File: src/rtl/uart_rx_phy.sv
// UART receive PHY: 2-FF synchronised line, 16x oversampled start/data/parity/stop
// recovery with mid-bit sampling; delivers bytes and error flags as one-cycle strobes.
module uart_rx_phy #(
  parameter int OVS_DIV    = 54,
  parameter bit PARITY_EN  = 1'b0,
  parameter bit PARITY_ODD = 1'b0
) (
  input  logic       sys_clk,
  input  logic       reset,
  input  logic       rx_in,
  output logic [7:0] rx_data,
  output logic       rx_valid,
  output logic       frame_err,
  output logic       parity_err,
  output logic       rx_busy
);

  localparam int              TW       = (OVS_DIV > 2) ? $clog2(OVS_DIV) : 1;
  localparam logic [TW-1:0]   TICK_MAX = TW'(OVS_DIV - 1);
  localparam logic [TW-1:0]   TICK_ONE = TW'(1);
  localparam logic [TW-1:0]   TICK_ZERO = TW'(0);

  typedef enum logic [2:0] {
    IDLE   = 3'd0,
    START  = 3'd1,
    DATA   = 3'd2,
    PARITY = 3'd3,
    STOP   = 3'd4,
    BREAK  = 3'd5
  } state_t;

  function automatic logic parity_mismatch(input logic [7:0] data, input logic par_bit,
                                           input logic odd);
    return (^data) ^ par_bit ^ odd;
  endfunction

  state_t          state_r;
  logic            sync_meta_r;
  logic            rx_sync_r;
  logic [TW-1:0]   tick_cnt_r;
  logic [3:0]      sample_cnt_r;
  logic [2:0]      bit_cnt_r;
  logic [7:0]      shift_r;
  logic            parity_pend_r;

  logic            tick_s;
  logic            mid_start_s;
  logic            bit_end_s;

  assign tick_s      = (tick_cnt_r == TICK_MAX);
  assign mid_start_s = tick_s && (sample_cnt_r == 4'd7);
  assign bit_end_s   = tick_s && (sample_cnt_r == 4'd15);

  // Two-stage synchroniser for the asynchronous serial line; resets to the idle level.
  always_ff @(posedge sys_clk) begin
    if (reset) begin
      sync_meta_r <= 1'b1;
      rx_sync_r   <= 1'b1;
    end else begin
      sync_meta_r <= rx_in;
      rx_sync_r   <= sync_meta_r;
    end
  end

  // Receive FSM with oversampling counters, shift register and registered strobes.
  always_ff @(posedge sys_clk) begin
    if (reset) begin
      state_r       <= IDLE;
      tick_cnt_r    <= TICK_ZERO;
      sample_cnt_r  <= 4'd0;
      bit_cnt_r     <= 3'd0;
      shift_r       <= 8'h00;
      parity_pend_r <= 1'b0;
      rx_data       <= 8'h00;
      rx_valid      <= 1'b0;
      frame_err     <= 1'b0;
      parity_err    <= 1'b0;
      rx_busy       <= 1'b0;
    end else begin
      rx_valid   <= 1'b0;
      frame_err  <= 1'b0;
      parity_err <= 1'b0;

      // Counters are parked at zero in IDLE, which also aligns them to the start edge.
      if (state_r == IDLE) begin
        tick_cnt_r   <= TICK_ZERO;
        sample_cnt_r <= 4'd0;
      end else begin
        tick_cnt_r <= tick_s ? TICK_ZERO : (tick_cnt_r + TICK_ONE);
        if (tick_s) begin
          sample_cnt_r <= sample_cnt_r + 4'd1;
        end else begin
          sample_cnt_r <= sample_cnt_r;
        end
      end

      case (state_r)
        IDLE: begin
          if (!rx_sync_r) begin
            state_r       <= START;
            parity_pend_r <= 1'b0;
            rx_busy       <= 1'b1;
          end else begin
            rx_busy <= 1'b0;
          end
        end
        START: begin
          if (mid_start_s) begin
            if (rx_sync_r) begin
              state_r <= IDLE;
              rx_busy <= 1'b0;
            end else begin
              state_r      <= DATA;
              sample_cnt_r <= 4'd0;
              bit_cnt_r    <= 3'd0;
            end
          end
        end
        DATA: begin
          if (bit_end_s) begin
            shift_r   <= {rx_sync_r, shift_r[7:1]};
            bit_cnt_r <= bit_cnt_r + 3'd1;
            if (bit_cnt_r == 3'd7) begin
              state_r <= PARITY_EN ? PARITY : STOP;
            end
          end
        end
        PARITY: begin
          if (bit_end_s) begin
            parity_pend_r <= parity_mismatch(shift_r, rx_sync_r, PARITY_ODD);
            state_r       <= STOP;
          end
        end
        STOP: begin
          // Leaving at mid stop bit leaves half a bit to catch a back-to-back start edge.
          if (bit_end_s) begin
            rx_data    <= shift_r;
            rx_valid   <= 1'b1;
            parity_err <= parity_pend_r;
            frame_err  <= ~rx_sync_r;
            if (rx_sync_r) begin
              state_r <= IDLE;
              rx_busy <= 1'b0;
            end else begin
              state_r <= BREAK;
            end
          end
        end
        BREAK: begin
          if (rx_sync_r) begin
            state_r <= IDLE;
            rx_busy <= 1'b0;
          end
        end
        default: begin
          state_r <= IDLE;
          rx_busy <= 1'b0;
        end
      endcase
    end
  end

endmodule

File: config.mk
export PLATFORM = sky130hd
export DESIGN_NAME = uart_rx_phy
export DESIGN_NICKNAME = d
export VERILOG_FILES = /design/src/rtl/uart_rx_phy.sv
export SDC_FILE = /design/constraint.sdc
export NUM_CORES = 1
export LEC_CHECK = 0
export CORE_ASPECT_RATIO = 1.1
export CORE_MARGIN = 2
export CORE_UTILIZATION = 35
export DETAILED_ROUTE_END_ITERATION = 16
export SLEW_MARGIN = 20
export SYNTH_ARGS = -nofsm -noshare
export SYNTH_HDL_FRONTEND = slang
export SYNTH_SLANG_ARGS = --single-unit
File: constraint.sdc
create_clock -name sys_clk -period 2.3 [get_ports sys_clk]
set_input_delay 0.23 -clock sys_clk [delete_from_list [all_inputs] [get_ports sys_clk]]
set_output_delay 0.23 -clock sys_clk [all_outputs]
set_load 0.01 [all_outputs]
==> impl_results.md <==
* Avg Inst Size Synth at 9.66 um2
* Cell breakdown of the critical path: or4b_4 > a2111oi_4 > nand3_1 > a21oi_1
* Setup Skew at 9.08 ps
* Largest net degree at the start of global routing at 20
* Internal at 917 uW
* Global-route usage over all layers at 12.2%
* Vias per cell at 4.98
* # Max-Cap Violations at 0
* Initial Utilization at 36.0%
* Cts repair resizes at 0
* Pins Over Slew Limit at 0
* Clock Tree Root: clkbuf_8
* Cts hold-fix bufs at 0
* FMAX at 540 MHz
* I/O pin count at 15
* Synthesized flop and latch total at 39
* Yosys Warn Count at 0
* Worst-path clk slew at 80 ps
* Die Ht at 79.0 um
* Clock buffer count from CTS at 5
* Req. time, crit path at 2520 ps
* Core Rows at 27
* Vias at 1,290
* Yosys top cell by area: dfxtp_1
* Final period util at 80.5%
* Post-CTS Setup Bufs at 0
* Pwr per Cell Area at 580 nW/um2
* Pleak at 0.853 nW
* Die width at 72.1 um
* Hold WC Path Type: reg -> reg
* Initial antenna violation count at 0
* Peak VDD IR at 0.323 mV
* Count of mapped cells out of synthesis at 185
* Worst Tran Pin Value at 488 ps
* Post-route antenna net violation count at 0
* Drt first pass iters at 4
* H-tree Lvls at 2
* Status: finished clean
* Worst path slowest cell: dfxtp_1
* Seq/Total Area, Yosys at 43.7%
* Design area at 2070 um2
* Drt total wl at 3170 um
* Vias in the first global route at 1,161
* Final Net Count at 208
* CP Capture Type: flip-flop
* RR Startpoint: state_r[0]
* Seq pwr share at 57.7%
* Critical Path Fanout Max at 11
* HPWL after detailed placement at 2230 um
* First-pass GRT wire length at 5350 um
* CP Launch Point: state_r[0]
* Port-buffer cells at 14
* Die ar. at 5700 um2
* WL per Instance at 12.2 um
* WS Path Type: reg -> reg
* Top FF cell, synth: dfxtp_1
* Post-Syn Nets at 193
* TNS Setup at 0 ps
* Clk Latency, worst-skew pair at 290 ps
* Switch Pwr at 285 uW
* CTS tree: yes
* Slowest Stage Delay on Critical Path at 570 ps
* EDFF count, synth at 0
* Hold_sp: sync_meta_r
* P&R area growth vs syn at 15.8%
* Final Hold Viols at 0
* Share of layout cells above drive strength 1 at 10.4%
* Ranking of synthesized cells by area: dfxtp_1 (44%), mux2i_1 (9.5%), nor2_1 (5.9%)
* RD Place Congestion at 0.810
* Fraction of registers with async set/reset at 0%
* Core area at 4970 um2
* DRC Markers at 0
* Comb pwr share at 4.4%
* Synth cell types at 39
* CTS Buffer Depth at 2
* GRT overflow at 0
* RSZ-0062 raised after global routing: false
* Mapped Area at 1790 um2
* Final setup vio count at 0
* Clock Power Share at 38.0%
* Post-Place Cell Area at 1980 um2
* Setup crit start kind: flip-flop
* Share of the synthesized area in the top cell type at 43.7%
* DRT iter0 DRCs at 54
* Worst EP arrival at 2080 ps
* # diodes at 0
* Total power draw at 1.20 mW
* Sink Count at 39
* Final min period at 1850 ps
* Slew Limit Headroom at 67.2%
* Switching portion of total power at 23.7%
## final cells by class
type | instances | area [um2]
multi-input cells | 132 | 943
flip-flops and latches | 39 | 781
repair buffers | 18 | 170
clock inverters | 3 | 20.0
inverters | 4 | 15.0
fillers | 494 | 2900
clock buffers | 5 | 68.8
well taps | 58 | 72.6
## metrics by stage
step | cells | worst slack [ps] | hold slack, ps | util (%)
floorplan | 185 | 679 | 310 | -
global placement | 251 | 516 | 397 | 39.9
detailed placement | 251 | 476 | 399 | 39.9
CTS | 259 | 456 | 423 | 41.7
global route | 259 | 311 | 430 | 41.7
finish | 259 | 448 | 417 | 41.7
## path summary, 6_finish.rpt
kind	end	slack, ps	cells past startpoint
setup / recovery	bit_cnt_r[2]	450	4
hold / removal	rx_sync_r	420	1
hold reg to reg	rx_sync_r	420	1
setup reg to reg	bit_cnt_r[2]	450	4
## worst max-delay path: cells and delay by family (launching register included)
kind	cells	cell delay [ps]
AOI/OAI and AO/OA	2	560
DFF	1	570
and+or+nand+nor	2	650
## synthesized netlist by cell type (all sizes together) (5+ instances only)
| library cell | n |
|---|---|
| clkbuf | 6 |
| nand2 | 5 |
| a21oi | 9 |
| xnor2 | 9 |
| mux2i | 17 |
| nand3 | 6 |
| ha | 5 |
| nor3 | 6 |
| nor2 | 28 |
| xor2 | 5 |
| nand3b | 5 |
| nand2b | 5 |
| dfxtp | 39 |
## flip-flops by register name, summed over array words and instances (netlist names)
register       flops
state_r            3
frame_err          1
rx_data            8
sample_cnt_r       4
rx_busy            1
rx_sync_r          1
parity_err         1
shift_r            8
rx_valid           1
sync_meta_r        1
bit_cnt_r          3
parity_pend_r      1
tick_cnt_r         6
## layer usage
metal / wire length [um] / part of all wire, % / GRT usage [%]
met5: 0 / 0 / 0
met4: 74 / 2.3 / 5.66
met3: 106 / 3.3 / 3.30
met2: 1400 / 44 / 18.4
met1: 1590 / 50 / 16.1
## power groups by stage
stage	clock network (mW)	logic [mW]	registers (mW)
floorplan	0	0.0440	0.700
global placement	0	0.0532	0.709
detailed placement	0	0.0527	0.709
CTS	0.469	0.0531	0.693
global route	0.493	0.0607	0.694
finish	0.456	0.0524	0.693
## cell usage in the layout, fill, tap and decap left out, types with 2 or more instances in the layout
| cell | Yosys | routed |
|---|---|---|
| a21oi_1 | 9 | 9 |
| buf_4 | 0 | 4 |
| clkbuf_8 | 0 | 5 |
| clkdlybuf4s50_1 | 0 | 14 |
| clkinvlp_4 | 0 | 2 |
| dfxtp_1 | 39 | 39 |
| ha_1 | 5 | 5 |
| inv_1 | 4 | 4 |
| mux2i_1 | 17 | 17 |
| nand2_1 | 5 | 5 |
| nand2b_1 | 5 | 5 |
| nand3_1 | 6 | 6 |
| nand3b_1 | 5 | 5 |
| nand4_1 | 2 | 2 |
| nand4_2 | 2 | 2 |
| nand4b_1 | 2 | 2 |
| nor2_1 | 28 | 28 |
| nor3_1 | 6 | 6 |
| nor3b_2 | 2 | 2 |
| o21a_1 | 2 | 2 |
| o21ai_0 | 2 | 2 |
| o21ai_1 | 2 | 2 |
| or2_2 | 3 | 3 |
| xnor2_1 | 9 | 9 |
| xor2_1 | 5 | 5 |
## kinds of logic (layout without fill, tap and decap cells)
family          after synthesis  count (layout)  synth area share, %
mux                          17              17                 9.52
xor+xnor                     15              15                 8.12
fa+ha+maj                     5               5                 3.50
buf+inv                      14              30                 3.57
compound gates               21              21                 8.26
simple gates                 74              74                 23.4
flops                        39              39                 43.7
(Power assumes the default switching activity.)
